`src/rtl/uart_tx_serializer_pkg.sv`:
```
// Shared definitions for the UART serializer stages: state encodings,
// parity mode constants and the default divider width.
package uart_tx_serializer_pkg;

    localparam int UART_CLOCK_DIV_WIDTH = 16;

    localparam logic PARITY_EVEN = 1'b0;
    localparam logic PARITY_ODD  = 1'b1;

    typedef enum logic [2:0] {
        ST_IDLE   = 3'd0,
        ST_START  = 3'd1,
        ST_DATA   = 3'd2,
        ST_PARITY = 3'd3,
        ST_STOP   = 3'd4
    } tx_state_e;

endpackage

```
`src/rtl/uart_bit_timer.sv`:
```
// Bit-period divider: loads a period value and counts down to zero.
// tick is high in the last cycle of each bit period.
module uart_bit_timer #(
    parameter int WIDTH = 16
) (
    input  logic             clk,
    input  logic             rst,
    input  logic             load,
    input  logic [WIDTH-1:0] load_val,
    output logic             tick
);

    logic [WIDTH-1:0] count;

    // Reload on request, otherwise count down and hold at zero.
    always_ff @(posedge clk or negedge rst) begin
        if (!rst)
            count <= '0;
        else if (load)
            count <= load_val;
        else if (count != '0)
            count <= count - WIDTH'(1);
    end

    assign tick = (count == '0);

endmodule

```
`src/rtl/uart_tx_serializer.sv`:
```
// UART transmit serializer: pops words from the TX FIFO and shifts them out
// as start / data (LSB first) / optional parity / 1-2 stop bit frames.
module uart_tx_serializer
    import uart_tx_serializer_pkg::*;
#(
    parameter int WORD_SIZE       = 8,
    parameter int CLOCK_DIV_WIDTH = UART_CLOCK_DIV_WIDTH
) (
    input  logic                       clk,
    input  logic                       rst,
    input  logic                       enable,
    input  logic [CLOCK_DIV_WIDTH-1:0] clockScale,
    input  logic                       parityEnable,
    input  logic                       parityOdd,
    input  logic                       twoStopBits,
    input  logic [WORD_SIZE-1:0]       fifo_dataIn,
    input  logic                       fifo_isData,
    output logic                       fifo_oe,
    output logic                       tx,
    output logic                       busy,
    output logic                       frameDone
);

    localparam int CW = (WORD_SIZE > 1) ? $clog2(WORD_SIZE) : 1;

    tx_state_e                  state, state_n;
    logic [WORD_SIZE-1:0]       shift, shift_n;
    logic [CW-1:0]              bit_cnt, bit_cnt_n;
    logic [CLOCK_DIV_WIDTH-1:0] scale_q, scale_n;
    logic                       par_en_q, par_en_n;
    logic                       two_stop_q, two_stop_n;
    logic                       par_bit_q, par_bit_n;
    logic                       tx_n, busy_n, oe_n, done_n;
    logic                       tick, t_load;
    logic [CLOCK_DIV_WIDTH-1:0] t_val;
    logic                       start_frame;

    assign start_frame = enable && fifo_isData;

    uart_bit_timer #(.WIDTH(CLOCK_DIV_WIDTH)) u_timer (
        .clk      (clk),
        .rst      (rst),
        .load     (t_load),
        .load_val (t_val),
        .tick     (tick)
    );

    // State and datapath registers; tx idles high so reset drives it to 1.
    always_ff @(posedge clk or negedge rst) begin
        if (!rst) begin
            state      <= ST_IDLE;
            shift      <= '0;
            bit_cnt    <= '0;
            scale_q    <= '0;
            par_en_q   <= 1'b0;
            two_stop_q <= 1'b0;
            par_bit_q  <= 1'b0;
            tx         <= 1'b1;
            busy       <= 1'b0;
            fifo_oe    <= 1'b0;
            frameDone  <= 1'b0;
        end else begin
            state      <= state_n;
            shift      <= shift_n;
            bit_cnt    <= bit_cnt_n;
            scale_q    <= scale_n;
            par_en_q   <= par_en_n;
            two_stop_q <= two_stop_n;
            par_bit_q  <= par_bit_n;
            tx         <= tx_n;
            busy       <= busy_n;
            fifo_oe    <= oe_n;
            frameDone  <= done_n;
        end
    end

    // Next-state and next-output logic; a frame load is shared by IDLE and
    // the end of STOP so back-to-back frames have no idle gap.
    always_comb begin
        state_n    = state;
        shift_n    = shift;
        bit_cnt_n  = bit_cnt;
        scale_n    = scale_q;
        par_en_n   = par_en_q;
        two_stop_n = two_stop_q;
        par_bit_n  = par_bit_q;
        tx_n       = tx;
        busy_n     = busy;
        oe_n       = 1'b0;
        done_n     = 1'b0;
        t_load     = 1'b0;
        t_val      = scale_q;

        case (state)
            ST_IDLE: begin
                tx_n = 1'b1;
            end
            ST_START: begin
                if (tick) begin
                    t_load    = 1'b1;
                    tx_n      = shift[0];
                    shift_n   = shift >> 1;
                    bit_cnt_n = '0;
                    state_n   = ST_DATA;
                end
            end
            ST_DATA: begin
                if (tick) begin
                    t_load = 1'b1;
                    if (bit_cnt == CW'(WORD_SIZE - 1)) begin
                        bit_cnt_n = '0;
                        if (par_en_q) begin
                            tx_n    = par_bit_q;
                            state_n = ST_PARITY;
                        end else begin
                            tx_n    = 1'b1;
                            state_n = ST_STOP;
                        end
                    end else begin
                        tx_n      = shift[0];
                        shift_n   = shift >> 1;
                        bit_cnt_n = bit_cnt + CW'(1);
                    end
                end
            end
            ST_PARITY: begin
                if (tick) begin
                    t_load    = 1'b1;
                    tx_n      = 1'b1;
                    bit_cnt_n = '0;
                    state_n   = ST_STOP;
                end
            end
            ST_STOP: begin
                if (tick) begin
                    if (two_stop_q && bit_cnt == '0) begin
                        t_load    = 1'b1;
                        bit_cnt_n = CW'(1);
                    end else begin
                        done_n  = 1'b1;
                        tx_n    = 1'b1;
                        busy_n  = 1'b0;
                        state_n = ST_IDLE;
                    end
                end
            end
            default: begin
                tx_n    = 1'b1;
                busy_n  = 1'b0;
                state_n = ST_IDLE;
            end
        endcase

        // Frame load: snapshot word and config so later CSR writes wait for the next frame.
        if ((state == ST_IDLE || (state == ST_STOP && state_n == ST_IDLE)) && start_frame) begin
            shift_n    = fifo_dataIn;
            par_en_n   = parityEnable;
            two_stop_n = twoStopBits;
            par_bit_n  = (^fifo_dataIn) ^ (parityOdd == PARITY_ODD);
            scale_n    = clockScale;
            oe_n       = 1'b1;
            busy_n     = 1'b1;
            tx_n       = 1'b0;
            bit_cnt_n  = '0;
            state_n    = ST_START;
            t_load     = 1'b1;
            t_val      = clockScale;
        end
    end

endmodule
```
`config.mk`:
```
export PLATFORM = sky130hd
export DESIGN_NAME = uart_tx_serializer
export DESIGN_NICKNAME = d
export VERILOG_FILES = /design/src/rtl/uart_tx_serializer_pkg.sv /design/src/rtl/uart_bit_timer.sv /design/src/rtl/uart_tx_serializer.sv
export SDC_FILE = /design/constraint.sdc
export NUM_CORES = 1
export LEC_CHECK = 0
export CORE_MARGIN = 5
export CORE_UTILIZATION = 55
export DETAILED_ROUTE_END_ITERATION = 8
export GPL_TIMING_DRIVEN = 0
export PLACE_DENSITY = 0.85
export SLEW_MARGIN = 0
export SYNTH_ARGS = -nofsm -noshare
export SYNTH_HDL_FRONTEND = slang
export SYNTH_SLANG_ARGS = --single-unit
```
`constraint.sdc`:
```
create_clock -name clk -period 2.9 [get_ports clk]
set_input_delay 0.58 -clock clk [delete_from_list [all_inputs] [get_ports clk]]
set_output_delay 0.58 -clock clk [all_outputs]
set_load 0.05 [all_outputs]
```
==> results.py, run 1 <==
metrics = {
    "run": {
        "cap_violations": 0,
    },
    "routing": {
        "first_iter_violations": 204,
        "via_per_inst": 5.672,
        "vias": 2371,
        "totalWireLength_um": 6425,
        "antenna_left": 0,
        "avgRoutedWirePerCell_um": 15.37,
        "dr.pass1.iters": 4,
        "drc": 0,
    },
    "grt": {
        "grt_start_max_net_pins": 28,
        "overflow": 0,
        "antenna_found_initial": 0,
        "grt_pass1_vias": 2319,
        "grt_pass1_wl_um": 10890,
        "grt_usage_pct": 21.79,
    },
    "layout": {
        "postLayoutCellArea_um2": 3282,
        "insertedDiodeCount": 0,
        "fin_nets": 385,
        "n_fill_cell": 386,
        "seqCellArea_um2": 1328,
        "drive_above_1_share_pct": 5.983,
        "area_growth_pct": 19.99,
        "multi_input_area_um2": 1320,
    },
    "clocking": {
        "htree_levels": 2,
        "clkTransAtPathRegs_ns": 0.09,
        "cts-root-buf": "clkbuf_8",
        "cts_resized": 0,
        "cts_made_buffers": 5,
        "clock_latency_ns": 0.31,
        "cts_tree": "yes",
        "clock-sinks": 53,
        "clockBufferDepth": 2,
        "cts_setup_buffers": 0,
        "postCtsHoldBufs": 0,
    },
    "logic_synthesis": {
        "yosys.cell_count.top_type": "nand2_1",
        "syn-num-nets": 343,
        "synth.avg_cell_area_um2": 8.880,
        "synthCells": 308,
        "synthFlopType": "dfrtp_1",
        "synth_area_leaders": "dfrtp_1, nand2_1, o21ai_0, xnor2_1, a21oi_1",
        "synth_edf_count": 0,
        "synth_top_cell_by_area": "dfrtp_1",
        "synth-warning-count": 0,
        "synth_cell_types": 43,
        "synth_commonest_cells": "nand2_1, dfrtp_1, nor2_1, o21ai_0, a21oi_1",
        "ys_seq_area_share_pct": 48.54,
        "yosys_register_bits": 53,
        "synthesis.area_um2": 2735,
        "synthArstFlopShare_pct": 100.0,
        "synth_top_cell_area_share_pct": 47.58,
    },
    "die": {
        "initial_core_util_pct": 57.15,
        "die_h_um": 80.52,
        "num_rows": 25,
        "die_w_um": 80.52,
        "io_pins": 35,
        "die_area_um2": 6483,
        "core_area_um2": 4786,
    },
    "critical_path": {
        "arrival_ns": 2.89,
        "crit_required_ns": 3.12,
        "crit_type": "flip-flop to flip-flop",
        "end_kind": "flip-flop",
        "worst-path-max-fanout": 10,
        "worstSetupStartpointType": "flip-flop",
    },
    "place": {
        "port_buffers": 34,
        "place_ws_ns": 0.1618,
        "place_area_um2": 3174,
        "gp_congestion": 0.8622,
        "post-dp-hpwl_um": 4545,
    },
    "min_path": {
        "worstHoldPathType": "input pin to asynchronous set/reset pin",
    },
    "timing": {
        "tightest_slew_ns": 0.7367,
        "rsz0062_at_grt": "no",
        "slew_viol_final": 0,
        "fin_skew_ns": 0.006479,
        "finalCritPeriodShare_pct": 92.10,
        "hold_violations": 0,
        "period_minus_slack_ns": 2.671,
        "postLayoutSetupSlackWorst_ns": 0.2290,
        "setup_violations": 0,
        "tns_ns": 0,
        "max_freq_mhz": 374.4,
        "max_slew_margin_pct": 50.37,
    },
    "power_and_ir_drop": {
        "leakage_nw": 1.452,
        "ir_drop_mv": 0.2802,
        "power.total_w": 0.001278,
        "pwr_density_cell_nw_per_um2": 389.3,
    },
    "status": {
        "status": "finished clean",
    },
}
## kinds of logic after synthesis
family | Yosys count | synth area share, %
XOR/XNOR | 18 | 5.764
AO/OA/AOI/OAI | 65 | 14.04
flip-flops | 53 | 48.54
AND/OR/NAND/NOR | 138 | 23.06
adder cells (fa/ha/maj) | 4 | 1.830
buffers and inverters | 21 | 3.431
multiplexers | 9 | 3.340
## critical path, cell delays in order (launching register included)
cell	delay (ns)
dfrtp_1	0.44
inv_1	0.08
ha_1	0.20
nor2b_1	0.24
nand4_1	0.20
nor3_1	0.22
o21ai_1	0.19
inv_2	0.24
buf_1	0.50
nand2_1	0.18
o31ai_1	0.10
## area by class of cell
class,instances,area share (%)
buffer,13,1.944
clock buffer,7,2.936
inverter,8,0.9150
timing repair buffer,35,10.83
tap,67,2.554
multi-input combinational,234,40.22
sequential,53,40.45
clock inverter,1,0.1525
## cell usage in the layout (no fill, tap or decap), types with 2 or more instances in the layout
master / instances
a21oi_1: 16
a31oi_1: 9
and2_1: 2
and3_1: 2
buf_1: 3
buf_6: 2
clkbuf_1: 8
clkbuf_8: 7
clkdlybuf4s50_1: 33
dfrtp_1: 52
ha_1: 4
inv_1: 7
mux2i_1: 8
nand2_1: 80
nand2b_1: 2
nand3_1: 10
nor2_1: 21
nor3_1: 6
nor3b_1: 2
o211ai_1: 2
o21a_1: 3
o21ai_0: 21
o22a_1: 2
o22ai_1: 2
o31ai_1: 6
or3_1: 3
xnor2_1: 12
xor2_1: 6
## where the power goes
group          switching (W)  leakage, nW  internal (W)
clock network       0.000240       0.0542      0.000216
registers                  0        0.608      0.000738
logic              0.0000323        0.790     0.0000506
## routing by layer
metal	vias up	wire [µm]	GRT usage [%]
li1	1133	-	-
met1	1157	2798	28.88
met2	74	3197	35.84
met3	7	351	3.924
met4	0	77	7.432
met5	-	0	0
## sequential cells by signal (all words and copies together) (netlist names)
name	flops
par_en_q	1
tx	1
scale_q	16
fifo_oe	1
bit_cnt	3
two_stop_q	1
busy	1
shift	8
u_timer.count	16
par_bit_q	1
state	3
frameDone	1
## per-stage QoR
step / instances / hold WS [ns] / util (%)
after detailed placement: 410 / 0.4635 / 66.33
after global placement: 409 / 0.4574 / 66.01
after floorplan: 308 / 0.2844 / -
after global routing: 418 / 0.3241 / 68.58
final: 418 / 0.2797 / 68.58
after CTS: 418 / 0.2935 / 68.44
## final timing paths
kind	depth (start not counted)	slack (ns)	from	to
max	10	0.23	u_timer.count[0]$_DFFE_PN0P_	u_timer.count[4]$_DFFE_PN0P_
min	1	0.28	rst	shift[5]$_DFFE_PN0P_
max reg2reg	10	0.23	u_timer.count[0]$_DFFE_PN0P_	u_timer.count[4]$_DFFE_PN0P_
min reg2reg	1	0.48	busy$_DFFE_PN0P_	busy$_DFFE_PN0P_
max in group asynchronous	2	2.06	rst	scale_q[14]$_DFF_PN0_
min in group clk	1	0.48	busy$_DFFE_PN0P_	busy$_DFFE_PN0P_
No activity file was read; power rests on OpenSTA's default activity.
==> run 2: changes to the inputs <==
--- a/config.mk
+++ b/config.mk
@@ -6,10 +6,10 @@
 export NUM_CORES = 1
 export LEC_CHECK = 0
 export CORE_MARGIN = 5
-export CORE_UTILIZATION = 55
+export CORE_UTILIZATION = 50
 export DETAILED_ROUTE_END_ITERATION = 8
 export GPL_TIMING_DRIVEN = 0
-export PLACE_DENSITY = 0.85
+export PLACE_DENSITY = 0.82
 export SLEW_MARGIN = 0
 export SYNTH_ARGS = -nofsm -noshare
 export SYNTH_HDL_FRONTEND = slang
==> constraint.sdc (replaced) <==
create_clock -name clk -period 2.3 [get_ports clk]
set_input_delay 0.46 -clock clk [delete_from_list [all_inputs] [get_ports clk]]
set_output_delay 0.46 -clock clk [all_outputs]
set_load 0.05 [all_outputs]
==> run 2 against run 1 <==
- the flow now finishes with violations (setup timing)
- critical path type unchanged
- sequential power up 26%
- clock skew up 0.0076 ns
- non-clock buffer count up 14
- critical endpoint is now u_timer.count[9]$_DFFE_PN0P_
- routed wire length up 9.4%
- largest power group unchanged
- core utilization down 4.3 points
- highest routed layer unchanged
- clock power up 13%
- sequential share of layout area down 2.2 points
- largest cell class is now multi-input gates
- maximum frequency up 14%
==> results.py, run 2 (synthesis results as in run 1) <==
metrics = {
    "status": {
        "status": "finished, violations left",
        "violations": "setup timing",
    },
    "place": {
        "gp_congestion": 0.8853,
        "placed_cells": 415,
        "post-dp-hpwl_um": 4646,
        "place_ws_ns": -0.4522,
        "port_buffers": 34,
    },
    "layout": {
        "fin_nets": 399,
        "area_growth_pct": 27.04,
        "layout_common_cells": "nand2_1, dfrtp_1, clkdlybuf4s50_1, nor2_1, o21ai_0",
        "reg_top3": "scale_q: 16 flops, u_timer.count: 16 flops, shift: 8 flops",
        "drive_above_1_share_pct": 14.52,
        "insertedDiodeCount": 0,
        "layout_commonest_cell": "nand2_1",
        "final-instance-count-excl-fill": 437,
        "final_core_util_pct": 64.28,
    },
    "timing": {
        "slew_viol_final": 0,
        "tns_ns": -0.07143,
        "rsz0062_at_grt": "yes",
        "max_slew_margin_pct": 50.07,
        "max_freq_mhz": 426.5,
        "hold_violations": 0,
        "period_minus_slack_ns": 2.345,
        "fin_skew_ns": 0.01405,
        "tightest_slew_ns": 0.7411,
        "postLayoutSetupSlackWorst_ns": -0.04478,
        "setup_violations": 2,
        "finalCritPeriodShare_pct": 101.9,
    },
    "die": {
        "initial_core_util_pct": 50.60,
        "die_h_um": 83.96,
        "die_w_um": 83.96,
        "io_pins": 35,
        "die_area_um2": 7049,
        "num_rows": 27,
        "core_area_um2": 5405,
    },
    "clocking": {
        "clockBufferDepth": 2,
        "clock-sinks": 53,
        "clkTransAtPathRegs_ns": 0.10,
        "cts_tree": "yes",
        "cts-root-buf": "clkbuf_8",
        "htree_levels": 2,
        "cts_made_buffers": 5,
        "clock_latency_ns": 0.31,
    },
    "routing": {
        "first_iter_violations": 220,
        "via_per_inst": 5.561,
        "totalWireLength_um": 7032,
        "avgRoutedWirePerCell_um": 16.09,
        "dr.pass1.iters": 6,
        "vias": 2430,
        "antenna_left": 0,
        "drc": 0,
    },
    "critical_path": {
        "slowest_stage": "dfrtp_1",
        "crit_path_cell_trace": "or3_4, or4_4, buf_4, or4_4, xor2_1, o211ai_1, o21a_1",
        "crit_type": "flip-flop to flip-flop",
        "worst-path-max-fanout": 3,
        "crit_required_ns": 2.54,
        "cpPeakStageDelay_ns": 0.45,
        "cp_top_family": "simple AND/OR/NAND/NOR gates",
        "cpMostUsedCell": "or4_4",
        "arrival_ns": 2.59,
        "worstSetupStartpointType": "flip-flop",
        "end_kind": "flip-flop",
        "worst-path-buf-inv": 1,
    },
    "grt": {
        "antenna_found_initial": 0,
        "grt_start_max_net_pins": 30,
        "overflow": 0,
        "grt_pass1_vias": 2378,
        "grt_usage_pct": 20.04,
        "grt_pass1_wl_um": 11410,
    },
    "power_and_ir_drop": {
        "leakage_nw": 1.550,
        "ir_drop_mv": 0.3020,
        "pwr_density_cell_nw_per_um2": 446.4,
        "power.total_w": 0.001551,
    },
    "min_path": {
        "worstHoldPathType": "input pin to asynchronous set/reset pin",
    },
    "run": {
        "cap_violations": 0,
    },
}
## run 2: repair_timing
item,4_1_cts,5_1_grt
hold buffers,0,0
pin swaps,3,6
gates resized for setup,13,30
setup endpoints to repair,49,51
buffers inserted,2,12
## run 2: worst reg2reg max path: stages, from the launching register on
cell and delay, ns:
dfrtp_1 0.45, or3_4 0.36, or4_4 0.44, buf_4 0.16
or4_4 0.41, xor2_1 0.15, o211ai_1 0.18, o21a_1 0.14
## run 2: stage by stage
step	hold WS, ns	cell area [µm²]
after global placement	0.4561	3166
after CTS	0.1557	3312
after detailed placement	0.4620	3181
after global routing	0.1726	3475
after floorplan	0.1644	2735
final	0.1472	3475
## run 2: final cells by class
type	count	area [µm²]
inverter	8	30.03
sequential	53	1328
buffer	13	95.09
timing repair buffer	49	460.4
tap	72	90.09
clock buffer	7	76.32
multi-input combinational	234	1388
clock inverter	1	7.507
fill	444	1931
## run 2: path summary, 6_finish.rpt
kind / slack [ns] / from / endpoint / depth (start not counted)
hold / removal: 0.15 / rst / shift[1]$_DFFE_PN0P_ / 1
max in group asynchronous: 1.59 / rst / u_timer.count[10]$_DFFE_PN0P_ / 2
hold reg to reg: 0.49 / scale_q[5]$_DFF_PN0_ / scale_q[5]$_DFF_PN0_ / 2
min in group clk: 0.49 / scale_q[5]$_DFF_PN0_ / scale_q[5]$_DFF_PN0_ / 2
setup / recovery: -0.04 / u_timer.count[4]$_DFFE_PN0P_ / u_timer.count[9]$_DFFE_PN0P_ / 7
setup reg to reg: -0.04 / u_timer.count[4]$_DFFE_PN0P_ / u_timer.count[9]$_DFFE_PN0P_ / 7
## run 2: where the power goes
group | switching (W) | internal (W) | leakage, nW
clock | 0.000299 | 0.000216 | 0.0385
combinational | 0.0000408 | 0.0000637 | 0.904
sequential | 0 | 0.000931 | 0.608
total | 0.000340 | 0.00121 | 1.55
## run 2: layer usage
layer | share of wire [%] | track usage (%) | wire (µm)
met1 | 42 | 26.28 | 2980
met2 | 51 | 33.84 | 3560
met3 | 5.9 | 3.554 | 418
met4 | 1.0 | 5.994 | 73
met5 | 0 | 0 | 0
